$ cat config.mk
export PLATFORM = sky130hd
export DESIGN_NAME = barrel_shift_left_flat
export DESIGN_NICKNAME = d
export VERILOG_FILES = /design/src/rtl/barrel_shift_left_pkg.sv /design/src/rtl/barrel_shift_left_if.sv /design/src/rtl/barrel_shift_left_mux2.sv /design/src/rtl/barrel_shift_left.sv /design/src/flat_wrapper.sv
export SDC_FILE = /design/constraint.sdc
export NUM_CORES = 1
export LEC_CHECK = 0
export CAP_MARGIN = 30
export CORE_ASPECT_RATIO = 0.8
export CORE_MARGIN = 3
export CORE_UTILIZATION = 47
export CTS_CLUSTER_SIZE = 24
export DETAILED_ROUTE_END_ITERATION = 7
export PLACE_DENSITY = 0.9
export SLEW_MARGIN = 20
export SYNTH_ARGS = -nofsm -noshare
export SYNTH_HDL_FRONTEND = slang
export SYNTH_SLANG_ARGS = --single-unit
$ cat constraint.sdc
create_clock -name clk -period 2.6 [get_ports clk]
set_clock_uncertainty 0.2 [all_clocks]
set_input_delay 0.78 -clock clk [delete_from_list [all_inputs] [get_ports clk]]
set_output_delay 0.78 -clock clk [all_outputs]
set_load 0.05 [all_outputs]
$ cat src/rtl/barrel_shift_left_pkg.sv
// Shared FP-adder datapath constants for the mantissa shifters.
// One hidden bit, 23 fraction bits and one guard/carry bit make up the mantissa.
package barrel_shift_left_pkg;

  localparam int MANT_W  = 25;
  localparam int SHIFT_W = 5;

  localparam logic [MANT_W-1:0] MANT_ZERO = '0;

endpackage

$ cat src/rtl/barrel_shift_left_if.sv
// Operand/result bundle between the mantissa adder and the normalization left shifter.
interface barrel_shift_left_if #(
  parameter int WIDTH   = barrel_shift_left_pkg::MANT_W,
  parameter int SHIFT_W = barrel_shift_left_pkg::SHIFT_W
);

  logic               in_valid;
  logic [WIDTH-1:0]   a;
  logic [SHIFT_W-1:0] sm;
  logic [WIDTH-1:0]   out;
  logic               out_valid;

  modport master (
    output in_valid,
    output a,
    output sm,
    input  out,
    input  out_valid
  );

  modport slave (
    input  in_valid,
    input  a,
    input  sm,
    output out,
    output out_valid
  );

endinterface

$ cat src/rtl/barrel_shift_left_mux2.sv
// Single-bit 2:1 mux, the cell each log-shifter stage is built from.
module barrel_shift_left_mux2 (
  input  logic d0,
  input  logic d1,
  input  logic sel,
  output logic y
);

  assign y = sel ? d1 : d0;

endmodule

$ cat src/rtl/barrel_shift_left.sv
// Registered logical left barrel shifter: SHIFT_W cascaded mux rows (1, 2, 4, ...)
// feeding a single output register, one operand accepted per cycle.
module barrel_shift_left #(
  parameter int WIDTH   = barrel_shift_left_pkg::MANT_W,
  parameter int SHIFT_W = barrel_shift_left_pkg::SHIFT_W
) (
  input  logic                 clk,
  input  logic                 rst,
  barrel_shift_left_if.slave   bus
);

  import barrel_shift_left_pkg::*;

  // stage[k] is the operand after the shifts selected by sm[k-1:0]
  logic [WIDTH-1:0] stage [0:SHIFT_W];
  logic [WIDTH-1:0] out_q;
  logic             out_valid_q;

  assign stage[0] = bus.a;

  for (genvar k = 0; k < SHIFT_W; k++) begin : g_stage
    localparam int DIST = 1 << k;
    for (genvar i = 0; i < WIDTH; i++) begin : g_bit
      logic shifted;
      if (i >= DIST) begin : g_src
        assign shifted = stage[k][i-DIST];
      end else begin : g_zero
        assign shifted = 1'b0;
      end
      barrel_shift_left_mux2 u_mux (
        .d0  (stage[k][i]),
        .d1  (shifted),
        .sel (bus.sm[k]),
        .y   (stage[k+1][i])
      );
    end
  end

  // out keeps its last value on idle cycles; only out_valid drops
  always_ff @(posedge clk) begin
    if (rst) begin
      out_q       <= WIDTH'(MANT_ZERO);
      out_valid_q <= 1'b0;
    end else begin
      out_valid_q <= bus.in_valid;
      if (bus.in_valid) begin
        out_q <= stage[SHIFT_W];
      end
    end
  end

  assign bus.out       = out_q;
  assign bus.out_valid = out_valid_q;

endmodule

$ cat src/flat_wrapper.sv
// flat-port wrapper written by rule: the top's interface ports become plain ports
module barrel_shift_left_flat import barrel_shift_left_pkg::*;
#(
  parameter int WIDTH   = barrel_shift_left_pkg::MANT_W,
  parameter int SHIFT_W = barrel_shift_left_pkg::SHIFT_W
)
  (clk, rst, bus_in_valid, bus_a, bus_sm, bus_out, bus_out_valid);
  barrel_shift_left_if #(.WIDTH(WIDTH), .SHIFT_W(SHIFT_W)) bus_i ();
  input  logic clk;
  input  logic rst;
  input wire logic [$bits(bus_i.in_valid)-1:0] bus_in_valid;
  input wire logic [$bits(bus_i.a)-1:0] bus_a;
  input wire logic [$bits(bus_i.sm)-1:0] bus_sm;
  output wire logic [$bits(bus_i.out)-1:0] bus_out;
  output wire logic [$bits(bus_i.out_valid)-1:0] bus_out_valid;
  assign bus_i.in_valid = bus_in_valid;
  assign bus_i.a = bus_a;
  assign bus_i.sm = bus_sm;
  assign bus_out = bus_i.out;
  assign bus_out_valid = bus_i.out_valid;
  barrel_shift_left #(.WIDTH(WIDTH), .SHIFT_W(SHIFT_W)) u_core (.clk(clk), .rst(rst), .bus(bus_i));
endmodule
Word-level counts from Yosys, hierarchy flattened --
Index checks and enable logic that the tools add are counted.
Storage, ports and cells: register bits 26, input bits 33, output and inout bits 26
Cells by class: muxes and demuxes 125
Operators by type and width (count):
- two-way mux 1 bit | 125

Logic depth before layout (Yosys ltp) --
depth in word-level cells 5, depth in mapped cells 8, depth with buffers taken out 5

Modules after synthesis --
From an unflattened synthesis, not the netlist that was laid out.
Second synthesis, totals: cells, all modules 209, area total of the unflattened synthesis 2817.7 um^2
Modules (own cells, without submodules):
- barrel_shift_left_mux2 | instances 125, cells an instance 1, area each 15.0 um^2
- barrel_shift_left | instances 1, cells an instance 84, area each 940.9 um^2

Least setup slack after synthesis --
OpenSTA, ideal clock, no wires.
path type input to register, start point input port bus_sm[1], end point register u_core.out_q[12] (netlist: u_core.bus.out[12]), arrival 1.986 ns, slack 0.297 ns, cell stages on the path 6, buffers on the path 1, cell sequence buf_2 > mux4_2 > mux2_2 > nand2_1 > o21ai_1 > a22o_1
On the way: cells in the longest elaborated chain, start to end 4, elaborated cells between the ends (all ways) 8
Ends and longest elaborated chain:
- start, declared | line flat_wrapper.sv:13 | input wire logic [$bits(bus_i.sm)-1:0] bus_sm;
- two-way mux 1 bit (2 in a row) | line barrel_shift_left_mux2.sv:9 | assign y = sel ? d1 : d0;
- two-way mux 1 bit (*) (2 in a row) | line barrel_shift_left_mux2.sv:9
- end signal, assigned | line barrel_shift_left.sv:42 | out_q <= WIDTH'(MANT_ZERO);
- end signal, assigned | line barrel_shift_left.sv:47 | out_q <= stage[SHIFT_W];
- end, declared | line barrel_shift_left.sv:16 | logic [WIDTH-1:0] out_q;
Every way passes the cells marked *; elsewhere a longest branch is shown, timed or not. A chain may end at the register's enable or synchronous reset.

Final worst setup path --
start point input port bus_sm[0], end point register u_core.out_q[24] (netlist: u_core.bus.out[24])
On the way: cells in the longest elaborated chain, start to end 5, elaborated cells between the ends (all ways) 27
Ends and longest elaborated chain (line):
- two-way mux 1 bit (4 in a row) | barrel_shift_left_mux2.sv:9
- two-way mux 1 bit (*) | barrel_shift_left_mux2.sv:9
Marked as above.

==> results_dict.tcl <==
set metrics [dict create \
    synth.most_common_cell "dfxtp_1" \
    fmax_ghz 0.4049 \
    drt.antenna.violating_nets 0 \
    period_minus_slack_ns 2.469 \
    dieArea_mm2 0.004946 \
    antenna_cells 0 \
    core_mm2 0.003879 \
    regToRegStartpoint "u_core.bus.out[20]$_SDFFE_PP0P_" \
    synthArstFlopShare_pct 0 \
    holdBufCountCts 0 \
    die_h_um 63.51 \
    cts_tree "yes" \
    yosysTopAreaCellShare_pct 26.79 \
    synth_largest_area_cell "dfxtp_1" \
    layout-drive-gt1-share_pct 23.16 \
    clk_pin_slew_ns 0.09 \
    wl_um 5761 \
    antenna_found_initial 0 \
    overflow 0 \
    cap_violations 0 \
    crit_required_ns 2.60 \
    nNetsFinal 319 \
    final_hold_viol_count 0 \
    setup_violations 0 \
    syn-num-nets 242 \
    holdWs_ns 0.2652 \
    drc_errors 0 \
    end_kind "flop" \
    yosysWarnings 0 \
    synth_top_flop_cell "dfxtp_1" \
    synth_edf_count 0 \
    synthCells 209 \
    seq_area_frac_synth_pct 26.79 \
    pre_cts_slack_ns -0.3602 \
    grt_start_max_net_pins 20 \
    vdd_drop_max_v 0.0002373 \
    grt_first_pass_wirelength_um 9487 \
    rsz0062_at_grt "no" \
    cts_buffers 3 \
    r2r_cells 2 \
    h-tree-depth 1 \
    rows 20 \
    io_pins 59 \
    clockRootBuffer "clkbuf_8" \
    hpwl_um 4559 \
    syn_area_mm2 0.001943 \
    p_leak_nw 1.106 \
    via_per_inst 5.912 \
    grt_pass1_vias 1976 \
    clkLatencyLatePin_ns 0.27 \
    period_share_pct 94.98 \
    critPathLaunch "bus_sm[0]" \
    fin_ws_ns 0.1305 \
    grt_usage_pct 23.67 \
    worstSetupPathType "input port to flop" \
    areaGrowthSynthToFinish_pct 46.49 \
    fillers 298 \
    clockBufferDepth 2 \
    start_util_pct 50.10 \
    synthTopCellsByCount "dfxtp_1, nor2_1, nand2_1" \
    critPathCapture "u_core.bus.out[24]$_SDFFE_PP0P_" \
    gp_congestion 0.9317 \
    synth_seq_cells 26 \
    synth.distinct_cells 34 \
    startpoint_type "input port" \
    slew_headroom_pct 63.60 \
    regToRegEndpoint "u_core.bus.out[20]$_SDFFE_PP0P_" \
    avgSynthCellArea_um2 9.297 \
    crit_arrival_ns 2.47 \
    reg2reg_setup_slack_ns 1.64 \
    die_w_um 77.89 \
    netlist_top_cells_area "dfxtp_1, mux4_2, mux2i_1, a22oi_1, mux2_2" \
    wl_per_cell_um 16.94 \
    status "finished clean" \
    portBuffers 58 \
    vias 2010 \
    critPathMaxFanout 7 \
    slew_violations 0 \
    worst-slew-pin-transition_ns 0.5443 \
    p_per_area_mw_per_mm2 403.1 \
    clkSinkCount 26 \
    dr.pass1.iters 4 \
    first_iter_violations 199 \
    min_path_type "flop to flop" \
]
-- registers in the layout, indices dropped and copies added, names as in the netlist --
signal and flops:
u_core.bus.out_valid 1, u_core.bus.out 25
-- what timing repair did --
item | in CTS | in global routing
endpoints found under the setup margin | 10 | 0
buffers inserted | 4 | 0
gates resized for setup | 3 | 0
-- routing by layer --
| layer | track usage, % | up-vias | routed length, um |
|---|---|---|---|
| met5 | 0 | - | 0 |
| met4 | 5.111 | 0 | 123 |
| met3 | 6.286 | 16 | 527 |
| met2 | 38.89 | 100 | 2668 |
| met1 | 31.19 | 943 | 2443 |
| li1 | - | 951 | - |
-- cells by family (layout without fill, tap and decap cells) --
family                 count (synthesis)  in the layout  share of synthesized area [%]
buffers and inverters                 22             98                          5.537
multiplexers                          46             46                          35.87
flip-flops                            26             26                          26.79
AND/OR/NAND/NOR                       64             64                          14.42
AO/OA/AOI/OAI                         51             51                          17.39
-- cells in the final DEF, fill, tap and decap left out, types with 2 or more instances in the layout --
| cell | instances |
|---|---|
| clkbuf_8 | 4 |
| nand2b_1 | 3 |
| o21ai_0 | 6 |
| buf_12 | 2 |
| a22oi_1 | 15 |
| clkdlybuf4s50_1 | 56 |
| nor3_1 | 5 |
| o22ai_1 | 7 |
| nand2_1 | 21 |
| dlygate4sd2_1 | 2 |
| buf_4 | 29 |
| mux2i_1 | 19 |
| nand3_1 | 3 |
| a22o_1 | 4 |
| dfxtp_1 | 26 |
| mux4_2 | 18 |
| inv_1 | 4 |
| a21oi_1 | 10 |
| mux2_2 | 9 |
| nor2_1 | 25 |
-- layout make-up --
class                   count  area (um^2)  area share (%)
repair buffers             90        868.3           30.51
flip-flops and latches     26        520.5           18.29
inverters                   4        15.01          0.5275
well taps                  55        68.82           2.418
multi-input cells         161         1319           46.33
clock buffers               4        55.05           1.934
-- stage by stage --
stage	instance area (um^2)	utilization, %	TNS [ns]	power (mW)	instances
after floorplan	1943	-	0	0.7023	209
after global placement	2728	70.32	-5.177	0.8731	331
after detailed placement	2728	70.32	-5.764	0.8802	331
after CTS	2846	73.39	0	1.140	340
after global routing	2846	73.39	0	1.203	340
final	2846	73.39	0	1.147	340
-- worst max-delay path: stages --
cell and delay, ns:
dlygate4sd2_1 0.28, bufbuf_16 0.29, mux2i_1 0.14, mux4_2 0.53, o21ai_2 0.17, nand3_1 0.10
a31oi_1 0.18
-- where the power goes --
| group | switching (mW) | leakage (nW) | internal (mW) | total [mW] |
|---|---|---|---|---|
| sequential | 0.0101 | 0.212 | 0.416 | 0.426 |
| combinational | 0.240 | 0.865 | 0.224 | 0.464 |
| clock | 0.122 | 0.0288 | 0.135 | 0.258 |
| total | 0.372 | 1.11 | 0.775 | 1.15 |
-- how the worst min path moves through the flow --
stage / start / to / cells past startpoint
floorplan: u_core.bus.out[13]$_SDFFE_PP0P_ / u_core.bus.out[13]$_SDFFE_PP0P_ / 2
global placement: u_core.bus.out[15]$_SDFFE_PP0P_ / u_core.bus.out[15]$_SDFFE_PP0P_ / 2
detailed placement: u_core.bus.out[15]$_SDFFE_PP0P_ / u_core.bus.out[15]$_SDFFE_PP0P_ / 2
CTS: u_core.bus.out[15]$_SDFFE_PP0P_ / u_core.bus.out[15]$_SDFFE_PP0P_ / 2
global route: u_core.bus.out[15]$_SDFFE_PP0P_ / u_core.bus.out[15]$_SDFFE_PP0P_ / 2
finish: u_core.bus.out[15]$_SDFFE_PP0P_ / u_core.bus.out[15]$_SDFFE_PP0P_ / 2
Note: power is estimated with default switching activity, not from simulation.
